`src/rtl/acc_pkg.sv`:
```
// Shared register map, mode encodings, FSM states and bus request type
// for the accelerator memory loader.
package acc_pkg;

  localparam logic [2:0] REG_CTRL   = 3'd0;
  localparam logic [2:0] REG_LENGTH = 3'd1;
  localparam logic [2:0] REG_DATA   = 3'd2;
  localparam logic [2:0] REG_BASE   = 3'd3;
  localparam logic [2:0] REG_STATUS = 3'd4;
  localparam logic [2:0] REG_COUNT  = 3'd5;

  localparam logic [1:0] MODE_IMG = 2'd1;
  localparam logic [1:0] MODE_WGT = 2'd2;

  localparam int CTRL_START_BIT = 2;

  typedef enum logic [1:0] {
    ST_IDLE,
    ST_IMG,
    ST_WGT,
    ST_UNPACK
  } state_e;

  typedef struct packed {
    logic        wr;
    logic        rd;
    logic [2:0]  addr;
    logic [31:0] wdata;
  } bus_req_t;

endpackage

```
`src/rtl/acc_unpacker.sv`:
```
// Weight word serialiser: holds one 32-bit word and presents it one
// DATA_W slice at a time, lowest slice first.
module acc_unpacker
  import acc_pkg::*;
#(
  parameter int DATA_W = 8
) (
  input  logic              clk,
  input  logic              reset,
  input  logic              load,
  input  logic [31:0]       load_word,
  input  logic              shift,
  input  logic              flush,
  output logic [DATA_W-1:0] slice,
  output logic              slice_vld,
  output logic              last
);

  localparam int SLICES = 32 / DATA_W;
  localparam int RW     = $clog2(SLICES + 1);

  logic [31:0]   word_q, word_d;
  logic [RW-1:0] rem_q, rem_d;

  // Flush wins so an abort can never leak a stale slice.
  always_comb begin
    word_d = word_q;
    rem_d  = rem_q;
    if (flush) begin
      word_d = '0;
      rem_d  = '0;
    end else if (load) begin
      word_d = load_word;
      rem_d  = RW'(SLICES);
    end else if (shift && rem_q != '0) begin
      word_d = word_q >> DATA_W;
      rem_d  = rem_q - RW'(1);
    end
  end

  always_ff @(posedge clk or posedge reset) begin
    if (reset) begin
      word_q <= '0;
      rem_q  <= '0;
    end else begin
      word_q <= word_d;
      rem_q  <= rem_d;
    end
  end

  assign slice     = word_q[DATA_W-1:0];
  assign slice_vld = (rem_q != '0);
  assign last      = (rem_q == RW'(1));

endmodule

```
`src/rtl/acc_mem_loader.sv`:
```
// Bus-slave loader that streams host words into banked image RAM or,
// slice by slice, into the weight RAM.
module acc_mem_loader
  import acc_pkg::*;
#(
  parameter int NUM_BANKS = 4,
  parameter int DATA_W    = 8,
  parameter int IMG_AW    = 10,
  parameter int WGT_AW    = 15
) (
  input  logic                        clk,
  input  logic                        reset,
  input  logic                        chipselect,
  input  logic                        write,
  input  logic                        read,
  input  logic [2:0]                  address,
  input  logic [31:0]                 writedata,
  output logic [31:0]                 readdata,
  output logic [NUM_BANKS-1:0]        img_wren,
  output logic [IMG_AW-1:0]           img_addr,
  output logic [NUM_BANKS*DATA_W-1:0] img_data,
  output logic                        wgt_wren,
  output logic [WGT_AW-1:0]           wgt_addr,
  output logic [DATA_W-1:0]           wgt_data,
  output logic                        busy,
  output logic                        done
);

  localparam int IMG_W = NUM_BANKS * DATA_W;

  bus_req_t req;
  assign req = '{wr: chipselect & write, rd: chipselect & read,
                 addr: address, wdata: writedata};

  state_e              state_q, state_d;
  logic [15:0]         len_q, len_d, base_q, base_d, cnt_q, cnt_d, cnt_inc;
  logic                done_q, done_d, ovf_q, ovf_d;
  logic [IMG_AW-1:0]   img_ptr_q, img_ptr_d;
  logic [WGT_AW-1:0]   wgt_ptr_q, wgt_ptr_d;
  logic [31:0]         rdata_q, rdata_d;
  logic [NUM_BANKS-1:0] img_wren_q, img_wren_d;
  logic [IMG_AW-1:0]   img_addr_q, img_addr_d;
  logic [IMG_W-1:0]    img_data_q, img_data_d;
  logic                wgt_wren_q, wgt_wren_d;
  logic [WGT_AW-1:0]   wgt_addr_q, wgt_addr_d;
  logic [DATA_W-1:0]   wgt_data_q, wgt_data_d;

  logic                up_load, up_shift, up_flush, up_vld, up_last;
  logic [DATA_W-1:0]   up_slice;
  logic                busy_w;

  assign busy_w  = (state_q != ST_IDLE);
  assign cnt_inc = cnt_q + 16'd1;

  acc_unpacker #(.DATA_W(DATA_W)) u_unpacker (
    .clk       (clk),
    .reset     (reset),
    .load      (up_load),
    .load_word (req.wdata),
    .shift     (up_shift),
    .flush     (up_flush),
    .slice     (up_slice),
    .slice_vld (up_vld),
    .last      (up_last)
  );

  always_comb begin
    state_d    = state_q;
    len_d      = len_q;
    base_d     = base_q;
    cnt_d      = cnt_q;
    done_d     = done_q;
    ovf_d      = ovf_q;
    img_ptr_d  = img_ptr_q;
    wgt_ptr_d  = wgt_ptr_q;
    img_wren_d = '0;
    img_addr_d = img_addr_q;
    img_data_d = img_data_q;
    wgt_wren_d = 1'b0;
    wgt_addr_d = wgt_addr_q;
    wgt_data_d = wgt_data_q;
    up_load    = 1'b0;
    up_shift   = 1'b0;
    up_flush   = 1'b0;
    rdata_d    = '0;

    // Slice streaming runs independently of whatever the bus is doing.
    if (state_q == ST_UNPACK) begin
      if (up_vld) begin
        wgt_wren_d = 1'b1;
        wgt_addr_d = wgt_ptr_q;
        wgt_data_d = up_slice;
        wgt_ptr_d  = wgt_ptr_q + WGT_AW'(1);
        cnt_d      = cnt_inc;
        up_shift   = 1'b1;
        if (cnt_inc == len_q) begin
          done_d   = 1'b1;
          state_d  = ST_IDLE;
          up_flush = 1'b1;
        end else if (up_last) begin
          state_d = ST_WGT;
        end
      end else begin
        state_d = ST_WGT;
      end
    end

    if (req.wr) begin
      case (req.addr)
        REG_CTRL: begin
          if (req.wdata[CTRL_START_BIT]) begin
            // Start aborts anything in flight, including this cycle's slice.
            up_flush   = 1'b1;
            up_shift   = 1'b0;
            wgt_wren_d = 1'b0;
            wgt_addr_d = wgt_addr_q;
            wgt_data_d = wgt_data_q;
            wgt_ptr_d  = wgt_ptr_q;
            cnt_d      = cnt_q;
            done_d     = done_q;
            state_d    = ST_IDLE;
            if (req.wdata[1:0] == MODE_IMG || req.wdata[1:0] == MODE_WGT) begin
              img_ptr_d = IMG_AW'(base_q);
              wgt_ptr_d = WGT_AW'(base_q);
              cnt_d     = '0;
              ovf_d     = 1'b0;
              if (len_q == '0) begin
                done_d = 1'b1;
              end else begin
                done_d  = 1'b0;
                state_d = (req.wdata[1:0] == MODE_IMG) ? ST_IMG : ST_WGT;
              end
            end
          end
        end
        REG_LENGTH: if (!busy_w) len_d = req.wdata[15:0];
        REG_BASE:   if (!busy_w) base_d = req.wdata[15:0];
        REG_DATA: begin
          case (state_q)
            ST_IMG: begin
              // Bank k takes its own DATA_W slice of the word.
              img_wren_d = '1;
              img_addr_d = img_ptr_q;
              img_data_d = req.wdata[IMG_W-1:0];
              img_ptr_d  = img_ptr_q + IMG_AW'(1);
              cnt_d      = cnt_inc;
              if (cnt_inc == len_q) begin
                done_d  = 1'b1;
                state_d = ST_IDLE;
              end
            end
            ST_WGT: begin
              up_load = 1'b1;
              state_d = ST_UNPACK;
            end
            default: ovf_d = 1'b1;
          endcase
        end
        default: ;
      endcase
    end

    if (req.rd) begin
      case (req.addr)
        REG_STATUS: rdata_d = {29'b0, ovf_q, done_q, busy_w};
        REG_COUNT:  rdata_d = {16'b0, cnt_q};
        default:    rdata_d = '0;
      endcase
    end
  end

  always_ff @(posedge clk or posedge reset) begin
    if (reset) begin
      state_q    <= ST_IDLE;
      len_q      <= '0;
      base_q     <= '0;
      cnt_q      <= '0;
      done_q     <= 1'b0;
      ovf_q      <= 1'b0;
      img_ptr_q  <= '0;
      wgt_ptr_q  <= '0;
      rdata_q    <= '0;
      img_wren_q <= '0;
      img_addr_q <= '0;
      img_data_q <= '0;
      wgt_wren_q <= 1'b0;
      wgt_addr_q <= '0;
      wgt_data_q <= '0;
    end else begin
      state_q    <= state_d;
      len_q      <= len_d;
      base_q     <= base_d;
      cnt_q      <= cnt_d;
      done_q     <= done_d;
      ovf_q      <= ovf_d;
      img_ptr_q  <= img_ptr_d;
      wgt_ptr_q  <= wgt_ptr_d;
      rdata_q    <= rdata_d;
      img_wren_q <= img_wren_d;
      img_addr_q <= img_addr_d;
      img_data_q <= img_data_d;
      wgt_wren_q <= wgt_wren_d;
      wgt_addr_q <= wgt_addr_d;
      wgt_data_q <= wgt_data_d;
    end
  end

  assign readdata = rdata_q;
  assign img_wren = img_wren_q;
  assign img_addr = img_addr_q;
  assign img_data = img_data_q;
  assign wgt_wren = wgt_wren_q;
  assign wgt_addr = wgt_addr_q;
  assign wgt_data = wgt_data_q;
  assign busy     = busy_w;
  assign done     = done_q;

endmodule

```
`config.mk`:
```
export PLATFORM = sky130hd
export DESIGN_NAME = acc_mem_loader
export DESIGN_NICKNAME = d
export VERILOG_FILES = /design/src/rtl/acc_pkg.sv /design/src/rtl/acc_unpacker.sv /design/src/rtl/acc_mem_loader.sv
export SDC_FILE = /design/constraint.sdc
export NUM_CORES = 1
export LEC_CHECK = 0
export ABC_AREA = 0
export BUFFER_PORTS_ARGS = -buffer_cell sky130_fd_sc_hd__buf_2
export CAP_MARGIN = 30
export CORE_UTILIZATION = 60
export DETAILED_ROUTE_END_ITERATION = 10
export PLACE_DENSITY = 0.84
export SLEW_MARGIN = 20
export SYNTH_ARGS = -nofsm -noshare
export SYNTH_HDL_FRONTEND = slang
export SYNTH_SLANG_ARGS = --single-unit
```
`constraint.sdc`:
```
create_clock -name clk -period 18.2 [get_ports clk]
set_input_delay 1.82 -clock clk [delete_from_list [all_inputs] [get_ports clk]]
set_output_delay 1.82 -clock clk [all_outputs]
set_load 0.01 [all_outputs]
```
==> results.md <==
- Status: complete, but fails checks
- Failing checks: DRC
- Worst slew margin relative to its limit: 0.3721
- H-Tree Level Count: 4
- Part of the total power dissipated in the clock network: 0.242
- Top cell types by occurrence after synthesis: 194 x dfrtp_1, 125 x nand2_1, 74 x mux2_2
- Setup TNS after final layout: 0 ns
- Flop pwr share: 0.435
- Sw Ratio: 0.3632
- Seq/Total Area, Yosys: 0.5311
- Die outline area: 15730 um2
- Unrepaired setup endpoints after global routing: false
- Number of instances in the synthesized netlist: 849
- Max-Cap Viols: 0
- Post-route clock period utilization: 0.2404
- Initial standard-cell utilization of the core: 0.6219
- Width of the die: 125.4 um
- Pre-CTS setup slack: 13.45 ns
- Clk_lat worst skew: 0.44 ns
- Post-synth top area share: 0.5311
- Clock tree root buffer cell: clkbuf_16
- Power per Cell Area: 144.5 nW/um2
- Crit Path Class: in -> reg
- Vias per cell: roughly 6.2
- Diodes inserted: 0
- Longest Clk Path Bufs: 2
- Post-layout min period: 4.375 ns
- Overall Global Routing Usage: 0.2923
- TritonCTS Buffers: 17
- Part of the power in combinational logic: 0.324
- Iteration-0 DRC Markers: approximately 860
- Synth warn: 0
- Clock sink count: roughly 190
- Filler cell count in the final layout: 1070
- Total wire length: 22180 um
- Cell type with the highest aggregate area in the netlist: dfrtp_1
- Number of slew-limit violations in the final report: 0
- Number of failing setup endpoints in the final timing report: 0
- Gr ovfl total: 0
- Count leader, synth: dfrtp_1
- DRC violation count after routing: 8
- Share of async-settable or async-resettable flops after synthesis: 1.000
- Req. time, crit path: between 15 and 20 ns
- GP Congestion: 0.9007
- Number of distinct library cell variants in the gate-level netlist after synthesis: 66
- Post-synth EDFFs: 0
- Detailed Place HPWL: 15030 um
- Detailed-route via count: 7174
- Number of buffers inserted by post-CTS setup repair: 0
- Avg Synthesized Cell Area: ~11 um2
- Cell area after placement: 9793 um2
- Hold violation total from the final report: 0
- Flip-flop and latch count after synthesis: 194
- Clock transition at path regs: 0.07 ns
- Cell area after technology mapping: 9141 um2
- Row Count: 44
- Number of non-filler instances in the completed layout: ~1200
- Post-detailed-route count of antenna-violating nets: 0
- Biggest area contributors in the synthesized netlist: dfrtp_1 53%, mux2_2 9.1%, nand2_1 5.1%
- Tightest Hold Check Type: reg -> reg
- Fin Clk Skew: 0.009842 ns
- Switching power total: 545.9 uW
- Average wire length per cell after detail routing: 19.29 um
- Relative area change from synthesis to final layout: 13.77%
- Peak ir drop on the vdd network: 0.00009291 V
- Critical Path Fanout Max: 34
- First-pass GRT wire length: 35600 um
- Finished layout cell area: 10400 um2
- Standard cell core area: 14700 um2
- Count of TritonRoute iterations in the first routing pass: 8
- Upper clock frequency limit: 228.6 MHz
- Initial antenna violation count: 0
- CP endpoint kind: flop
- Most used DFF post-synth: dfrtp_1
- Total I/O pin count: about 140
- Chip height: 125.4 um
- Fin util: 0.7075
- Resized cells post-CTS: 0
- Post-route worst setup slack: between 10 and 15 ns
- Cell leakage power: between 0.005 and 0.006 uW
- Transition at the pin with the smallest max-transition slack: 0.9418 ns
- Category of the worst setup path launch point: input port
- Hold buffer count at CTS: 0
- Net count reported at finish: 1006
- TritonCTS clock tree: built
- Number of global-route vias before repair: 6695
- P_int: approximately 960 uW
- Number of placed instances, taps included: 1117
- Share of final-layout standard cells stronger than drive strength 1: 0.2660
- Buffers added on ports: 127
- Critical path arrival: around 4.8 ns
- Largest net degree at the start of global routing: 118
-- per-layer routing --
layer | track usage | share of wire
met5 | 0 | 0
met4 | 0.1141 | 0.030
met3 | 0.06889 | 0.081
met2 | 0.4386 | 0.45
met1 | 0.4138 | 0.44
-- power by group through the flow --
stage	combinational (uW)	sequential [uW]	clock, uW
detailed placement	473	656	0
finish	486	653	363
floorplan	322	653	0
global placement	456	652	0
CTS	479	650	366
global route	531	668	384
-- path summary, 6_finish.rpt --
| check | from | end | slack (ns) | cells past startpoint |
|---|---|---|---|---|
| setup / recovery | chipselect | u_unpacker.rem_q[0] | 13.82 | 9 |
| hold / removal | wgt_addr[6] | wgt_addr[6] | 0.47 | 2 |
| setup reg to reg | cnt_q[0] | u_unpacker.word_q[10] | 14.73 | 8 |
| hold reg to reg | wgt_addr[6] | wgt_addr[6] | 0.47 | 2 |
| max in group asynchronous | reset | img_addr[3] | 15.47 | 4 |
| min in group asynchronous | reset | cnt_q[14] | 1.52 | 2 |
-- state kept, by name, indices dropped and copies added (netlist names) --
| name | flops |
|---|---|
| base_q | 15 |
| wgt_wren | 1 |
| len_q | 16 |
| done | 1 |
| wgt_ptr_q | 15 |
| wgt_data | 8 |
| state_q | 2 |
| img_ptr_q | 10 |
| u_unpacker.rem_q | 3 |
| img_wren | 1 |
| readdata | 16 |
| cnt_q | 16 |
| ovf_q | 1 |
| u_unpacker.word_q | 32 |
| wgt_addr | 15 |
| img_addr | 10 |
| img_data | 32 |
-- cells in the final DEF (no fill, tap or decap), drive strengths merged, types with 4 or more instances in the layout --
cell / synthesis / final
a211oi: 6 / 6
a21boi: 4 / 4
a21oi: 34 / 34
a221o: 24 / 24
a22o: 11 / 11
a31oi: 4 / 4
and2: 35 / 35
and3: 8 / 8
and4: 5 / 5
buf: 34 / 137
clkbuf: 32 / 22
conb: 1 / 16
dfrtp: 194 / 194
ha: 12 / 12
inv: 22 / 26
mux2: 74 / 74
mux2i: 4 / 4
nand2: 125 / 125
nand3: 26 / 26
nand4: 12 / 12
nor2: 35 / 35
nor2b: 4 / 4
nor3: 9 / 9
nor4: 12 / 12
o211ai: 8 / 8
o21ai: 42 / 42
o22ai: 8 / 8
o31ai: 11 / 11
xnor2: 16 / 16
xor2: 5 / 5
-- critical path, cell delays in order --
cell     delay [ns]
buf_2          0.14
nor2b_1        0.17
nand4_1        0.45
nand2_1        0.12
buf_4          0.27
inv_1          0.63
nand2_1        0.14
nor2_2         0.68
mux2_2         0.30
-- layout make-up --
cell class	instances	area (um2)	area share
clock buffer	22	474.2	0.04560
multi-input combinational	582	3923	0.3772
timing repair buffer	137	734.5	0.07062
clock inverter	9	93.84	0.009023
inverter	22	90.09	0.008662
tap	184	230.2	0.02214
sequential	194	4855	0.4668
-- kinds of logic after synthesis --
| family | share of synthesized area |
|---|---|
| AND/OR/NAND/NOR | 0.1577 |
| flip-flops | 0.5311 |
| AO/OA/AOI/OAI | 0.1315 |
| buffers and inverters | 0.04722 |
| multiplexers | 0.09554 |
| XOR/XNOR | 0.02012 |
| adder cells (fa/ha/maj) | 0.01642 |
| other | 0.0004102 |
-- metrics by stage --
step	hold WS (ns)	power, uW
floorplan	0.4304	975.5
global placement	0.4576	1108
detailed placement	0.4600	1129
CTS	0.4754	1495
global route	0.4999	1582
finish	0.4685	1503
(Power assumes the default switching activity.)
